===== src/rtl/ram_cmd_pkg.sv =====
// Shared definitions for the 18-bit RAM command protocol: opcodes, widths and
// the initiator FSM state encoding.
package ram_cmd_pkg;

    localparam int CMD_W  = 18;
    localparam int WORD_W = 16;

    localparam logic [1:0] OP_ADDR_STORE = 2'b00;
    localparam logic [1:0] OP_DATA_WRITE = 2'b01;
    localparam logic [1:0] OP_READ_ADDR  = 2'b10;
    localparam logic [1:0] OP_READ_DATA  = 2'b11;

    typedef enum logic [2:0] {
        IDLE,
        W_ADDR,
        W_DATA,
        R_ADDR,
        R_DATA,
        WAIT_RSP,
        DONE
    } state_t;

    function automatic logic [CMD_W-1:0] make_cmd(input logic [1:0]        opcode,
                                                  input logic [WORD_W-1:0] payload);
        return {opcode, payload};
    endfunction

endpackage


===== src/rtl/ram_cmd_timer.sv =====
// Loadable down-counter that bounds how long the master waits for a read
// response; expired is high once the count has run down to zero.
module ram_cmd_timer #(
    parameter int WIDTH = 4
) (
    input  logic             sys_clock,
    input  logic             reset_n,
    input  logic             load,
    input  logic [WIDTH-1:0] load_value,
    input  logic             dec,
    output logic             expired
);

    logic [WIDTH-1:0] count;

    // NOTE: registers are updated with non-blocking assignments so every flop
    // samples pre-edge values regardless of process ordering.
    always_ff @(posedge sys_clock) begin
        if (!reset_n) begin
            count <= '0;
        end else if (load) begin
            count <= load_value;
        end else if (dec && (count != '0)) begin
            count <= count - WIDTH'(1);
        end
    end

    assign expired = (count == '0);

endmodule


===== src/rtl/ram_cmd_master.sv =====
// Initiator for the RAM command port: turns single-word host requests into
// address/data command pairs and returns read data with a completion pulse.
module ram_cmd_master
    import ram_cmd_pkg::*;
#(
    parameter int DEPTH       = 512,
    parameter int RSP_TIMEOUT = 15,
    parameter bit ADDR_CACHE  = 1'b1
) (
    input  logic              sys_clock,
    input  logic              reset_n,
    input  logic              req_valid,
    output logic              req_ready,
    input  logic              req_write,
    input  logic [WORD_W-1:0] req_addr,
    input  logic [WORD_W-1:0] req_wdata,
    output logic              cmd_valid,
    output logic [CMD_W-1:0]  cmd_data,
    input  logic              rsp_valid_in,
    input  logic [CMD_W-1:0]  rsp_data_in,
    output logic              done,
    output logic [WORD_W-1:0] rd_data,
    output logic              err
);

    localparam int                TMR_W     = $clog2(RSP_TIMEOUT + 1);
    localparam logic [WORD_W:0]   DEPTH_LIM = (WORD_W + 1)'(DEPTH);
    localparam logic [TMR_W-1:0]  TMR_LOAD  = TMR_W'(RSP_TIMEOUT);

    state_t              state, state_nx;
    logic [WORD_W-1:0]   addr_q, wdata_q;
    logic [WORD_W-1:0]   wc_addr;
    logic                wc_valid;

    logic                req_ready_nx, cmd_valid_nx, done_nx, err_nx;
    logic [CMD_W-1:0]    cmd_data_nx;
    logic [WORD_W-1:0]   rd_data_nx;
    logic                accept, wc_load, tmr_load, tmr_dec, tmr_expired;
    logic                addr_oor, wc_hit;

    // The response opcode field carries no information for the master.
    logic [CMD_W-WORD_W-1:0] unused_rsp_op;
    assign unused_rsp_op = rsp_data_in[CMD_W-1:WORD_W];

    assign addr_oor = ({1'b0, req_addr} >= DEPTH_LIM);
    assign wc_hit   = ADDR_CACHE && wc_valid && (wc_addr == req_addr);

    ram_cmd_timer #(
        .WIDTH      (TMR_W)
    ) u_timer (
        .sys_clock  (sys_clock),
        .reset_n    (reset_n),
        .load       (tmr_load),
        .load_value (TMR_LOAD),
        .dec        (tmr_dec),
        .expired    (tmr_expired)
    );

    // NOTE: every signal written here gets a default first so no path through
    // the case statement can leave one unassigned and infer a latch.
    always_comb begin
        state_nx     = state;
        cmd_valid_nx = 1'b0;
        cmd_data_nx  = '0;
        done_nx      = 1'b0;
        rd_data_nx   = rd_data;
        err_nx       = err;
        accept       = 1'b0;
        wc_load      = 1'b0;
        tmr_load     = 1'b0;
        tmr_dec      = 1'b0;

        unique case (state)
            IDLE: begin
                if (req_valid && req_ready) begin
                    accept     = 1'b1;
                    rd_data_nx = '0;
                    err_nx     = 1'b0;
                    if (addr_oor) begin
                        state_nx = DONE;
                        done_nx  = 1'b1;
                        err_nx   = 1'b1;
                    end else if (req_write && wc_hit) begin
                        state_nx     = W_DATA;
                        cmd_valid_nx = 1'b1;
                        cmd_data_nx  = make_cmd(OP_DATA_WRITE, req_wdata);
                    end else if (req_write) begin
                        state_nx     = W_ADDR;
                        cmd_valid_nx = 1'b1;
                        cmd_data_nx  = make_cmd(OP_ADDR_STORE, req_addr);
                    end else begin
                        state_nx     = R_ADDR;
                        cmd_valid_nx = 1'b1;
                        cmd_data_nx  = make_cmd(OP_READ_ADDR, req_addr);
                    end
                end
            end
            W_ADDR: begin
                wc_load      = 1'b1;
                state_nx     = W_DATA;
                cmd_valid_nx = 1'b1;
                cmd_data_nx  = make_cmd(OP_DATA_WRITE, wdata_q);
            end
            W_DATA: begin
                state_nx = DONE;
                done_nx  = 1'b1;
            end
            R_ADDR: begin
                state_nx     = R_DATA;
                cmd_valid_nx = 1'b1;
                cmd_data_nx  = make_cmd(OP_READ_DATA, '0);
            end
            R_DATA: begin
                tmr_load = 1'b1;
                state_nx = WAIT_RSP;
            end
            WAIT_RSP: begin
                if (rsp_valid_in) begin
                    rd_data_nx = rsp_data_in[WORD_W-1:0];
                    state_nx   = DONE;
                    done_nx    = 1'b1;
                end else if (tmr_expired) begin
                    rd_data_nx = '0;
                    err_nx     = 1'b1;
                    state_nx   = DONE;
                    done_nx    = 1'b1;
                end else begin
                    tmr_dec = 1'b1;
                end
            end
            DONE: begin
                state_nx = IDLE;
            end
            default: begin
                state_nx = IDLE;
            end
        endcase

        // Outputs are registered from the next state, so ready only rises the
        // cycle after done.
        req_ready_nx = (state_nx == IDLE);
    end

    always_ff @(posedge sys_clock) begin
        if (!reset_n) begin
            state     <= IDLE;
            req_ready <= 1'b0;
            cmd_valid <= 1'b0;
            cmd_data  <= '0;
            done      <= 1'b0;
            rd_data   <= '0;
            err       <= 1'b0;
            addr_q    <= '0;
            wdata_q   <= '0;
            wc_addr   <= '0;
            wc_valid  <= 1'b0;
        end else begin
            state     <= state_nx;
            req_ready <= req_ready_nx;
            cmd_valid <= cmd_valid_nx;
            cmd_data  <= cmd_data_nx;
            done      <= done_nx;
            rd_data   <= rd_data_nx;
            err       <= err_nx;
            if (accept) begin
                addr_q  <= req_addr;
                wdata_q <= req_wdata;
            end
            // The slave's write pointer now matches addr_q.
            if (wc_load) begin
                wc_addr  <= addr_q;
                wc_valid <= 1'b1;
            end
        end
    end

endmodule


===== config.mk =====
export PLATFORM = sky130hd
export DESIGN_NAME = ram_cmd_master
export DESIGN_NICKNAME = d
export VERILOG_FILES = /design/src/rtl/ram_cmd_pkg.sv /design/src/rtl/ram_cmd_timer.sv /design/src/rtl/ram_cmd_master.sv
export SDC_FILE = /design/constraint.sdc
export NUM_CORES = 1
export LEC_CHECK = 0
export ABC_AREA = 0
export CORE_UTILIZATION = 40
export DETAILED_ROUTE_END_ITERATION = 10
export PLACE_DENSITY_LB_ADDON = 0.25
export SYNTH_ARGS = -nofsm -noshare
export SYNTH_HDL_FRONTEND = slang
export SYNTH_SLANG_ARGS = --single-unit

===== constraint.sdc =====
create_clock -name sys_clock -period 5.1 [get_ports sys_clock]
set_input_delay 1.02 -clock sys_clock [delete_from_list [all_inputs] [get_ports sys_clock]]
set_output_delay 1.02 -clock sys_clock [all_outputs]
set_load 0.01 [all_outputs]

==> summary.txt <==
Pwr
  • Logic pwr share: 20.8%
  • Net Switching: 0.5332 mW
  • Pint: 1.262 mW
  • Leak: 1.679 nW
  • Sw Ratio: 29.71%
  • Flop pwr share: 47.8%
  • Clk network pwr share: 31.3%
  • PD cells: 354.1 nW/um^2
  • Peak supply drop: 0.1567 mV
  • Total power: 1.795 mW

Job
  • Total of max-cap violations: 0

Die
  • Starting Density: 41.44%
  • Die ar.: 10020 sq um
  • Die Span Y: 100.1 um
  • Ports: 93
  • Core footprint: 9284 sq um
  • Die width: 100.1 um
  • Row count: 35

Timing
  • Worst setup margin: 2.052 ns
  • Rel. slew slack: 45.40%
  • Worst hold slack: 0.4490 ns
  • Final setup vio count: 0
  • RSZ-0062 raised after global routing: false
  • Setup tns final: 0 ns
  • Slew at the pin closest to its max-slew limit: 0.8190 ns
  • Layout Skew: 0.01467 ns
  • Minimum clock period: 3.048 ns
  • Fin crit share: 59.77%
  • Fin. Hold Viols: 0
  • Max-slew violations: 0
  • Max Freq: 328.0 MHz

Global route
  • Initial antenna violation count: 0
  • Vias in the first global route: 2973
  • Largest net degree at the start of global routing: 76
  • Gr ovfl total: 0
  • Global-route wire length before repair: 14910 um
  • Tot GR Track Use: 19.17%

Detailed routing
  • Number of DRC markers in iteration 0: 187
  • Vias per cell: 5.025
  • Routed WL per cell: 14.28 um
  • WL final: 9236 um
  • 1st-pass router iterations: 4
  • DR vias: 3251
  • # DRC: 0
  • DRT antenna net count: 0

Synth
  • Yosys reg bits: 94
  • Syn_nets: 490
  • Async set-or-reset flop fraction in the synthesized netlist: 0%
  • Mean Syn Cell Area: 8.886 sq um
  • Ys Warns: 0
  • Sequential element share of the synthesized area: 48.91%
  • Yosys cell types: 42
  • Post-Syn Area: 3847 sq um
  • Primary FF master, synth: dfxtp_1
  • Cell count after synthesis: 433
  • Post-synth EDFFs: 0

Setup path
  • CP Launch Type: primary input
  • Worst EP required: 5.39 ns
  • CP Capture Type: flop
  • CP Max Fanout: 12
  • CP arrival: 3.34 ns
  • Crit Path Class: in -> reg

Clocking
  • Root buf cell: clkbuf_8
  • Post-CTS Hold Buffers: 0
  • Clock Sinks: 94
  • Clock Latency Late Sink: 0.36 ns
  • H-tree lvl count: 3
  • CTS Buf Count: 9
  • Worst-path clk slew: 0.10 ns
  • TritonCTS clock tree: yes
  • PostCTS Resize Cnt: 0
  • Post CTS Setup Buffer Count: 0
  • CTS Buffer Depth: 2

Placed design
  • DPL Wire Length: 6196 um
  • GPL Wtd Cong: 0.7815
  • PortBufs: 90
  • Dpl ws: 1.681 ns
  • Area post-placement: 4838 sq um
  • DP Cell Count: 631

Final layout
  • Multi-input logic area: 1832 sq um
  • Share of layout cells above drive strength 1: 5.792%
  • Final #Nets: 570
  • Post-Layout Cell Count: 647
  • ANT cells: 0
  • Most frequent cells in the layout: nand2_1 (115), dfxtp_1 (94), clkdlybuf4s50_1 (89)
  • Most common cell after layout, fill and taps aside: nand2_1
  • Design Area, Final: 5069 sq um
  • Final-layout fill cell count: 859
  • Final core occ: 54.60%
  • P&R area growth vs syn: 31.74%
  • FF/Latch Area: 1882 sq um

Hold path
  • Tightest Hold Check Type: reg -> reg

Outcome
  • Status: complete, no violations
## path summary, 6_finish.rpt
kind / slack (ns) / end / from / cells past startpoint
worst max-delay path: 2.05 / cmd_data[15] / req_addr[13] / 7
worst min-delay path: 0.45 / cmd_data[13] / wdata_q[13] / 2
worst max register to register: 2.88 / req_ready / state[2] / 5
worst min register to register: 0.45 / cmd_data[13] / wdata_q[13] / 2
## power by group through the flow
stage | Combinational, mW | Clock (mW) | Sequential, mW
floorplan | 0.236 | 0 | 0.861
global placement | 0.366 | 0 | 0.871
detailed placement | 0.374 | 0 | 0.874
CTS | 0.377 | 0.570 | 0.857
global route | 0.417 | 0.605 | 0.869
finish | 0.374 | 0.562 | 0.859
## cell type report
class	count	share of cell area (%)
Clock inverter	6	1.827
Multi-Input combinational cell	306	36.14
Timing Repair Buffer	96	18.56
Sequential cell	94	37.13
Clock buffer	10	2.715
Inverter	6	0.4443
Tap cell	129	3.184
## state kept, by name (all words and copies together), names as in the netlist
| name | cells |
|---|---|
| cmd_data | 18 |
| wc_addr | 16 |
| err | 1 |
| rd_data | 16 |
| u_timer.count | 4 |
| addr_q | 16 |
| done | 1 |
| req_ready | 1 |
| cmd_valid | 1 |
| wc_valid | 1 |
| wdata_q | 16 |
| state | 3 |
## critical path, cell delays in order
cell	delay, ns
clkdlybuf4s50_1	0.52
or4_4	0.58
nor4_4	0.25
nand2_2	0.13
or3_4	0.48
nor2_4	0.20
a22o_1	0.15
## logic make-up (layout without fill, tap and decap cells)
group | after synthesis | count (layout) | synth area share, %
and+or+nand+nor | 176 | 176 | 21.37
AOI/OAI and AO/OA | 101 | 101 | 19.09
DFF | 94 | 94 | 48.91
buffers and inverters | 33 | 118 | 3.480
xor gates and xnor gates | 16 | 16 | 3.642
muxes | 11 | 11 | 2.862
adders and majority gates | 2 | 2 | 0.6503
## per-layer routing
metal	part of all wire [%]	GRT usage (%)	wire length, um	vias to the layer above
met4	1.4	8.584	128	0
met3	4.4	3.064	404	10
li1	-	-	-	1616
met1	47	25.46	4348	1545
met2	47	30.82	4355	80
met5	0	0	0	-
## cell usage after synthesis (3+ instances only)
| master | count | area [sq um] |
|---|---|---|
| nor2b_1 | 19 | 118.9 |
| a21boi_0 | 52 | 390.4 |
| and2_1 | 3 | 18.77 |
| a22o_1 | 6 | 52.55 |
| a21oi_1 | 4 | 20.02 |
| nand2b_1 | 5 | 31.28 |
| nor2_1 | 15 | 56.30 |
| a22oi_1 | 17 | 127.6 |
| o21ai_1 | 10 | 50.05 |
| mux2i_1 | 11 | 110.1 |
| nand2_1 | 115 | 431.7 |
| clkbuf_1 | 24 | 90.09 |
| dfxtp_1 | 94 | 1882 |
| xnor2_1 | 11 | 96.34 |
| inv_1 | 6 | 22.52 |
| o21ai_0 | 3 | 15.01 |
| nand4_1 | 3 | 18.77 |
| xor2_1 | 5 | 43.79 |
(Power assumes the default switching activity.)
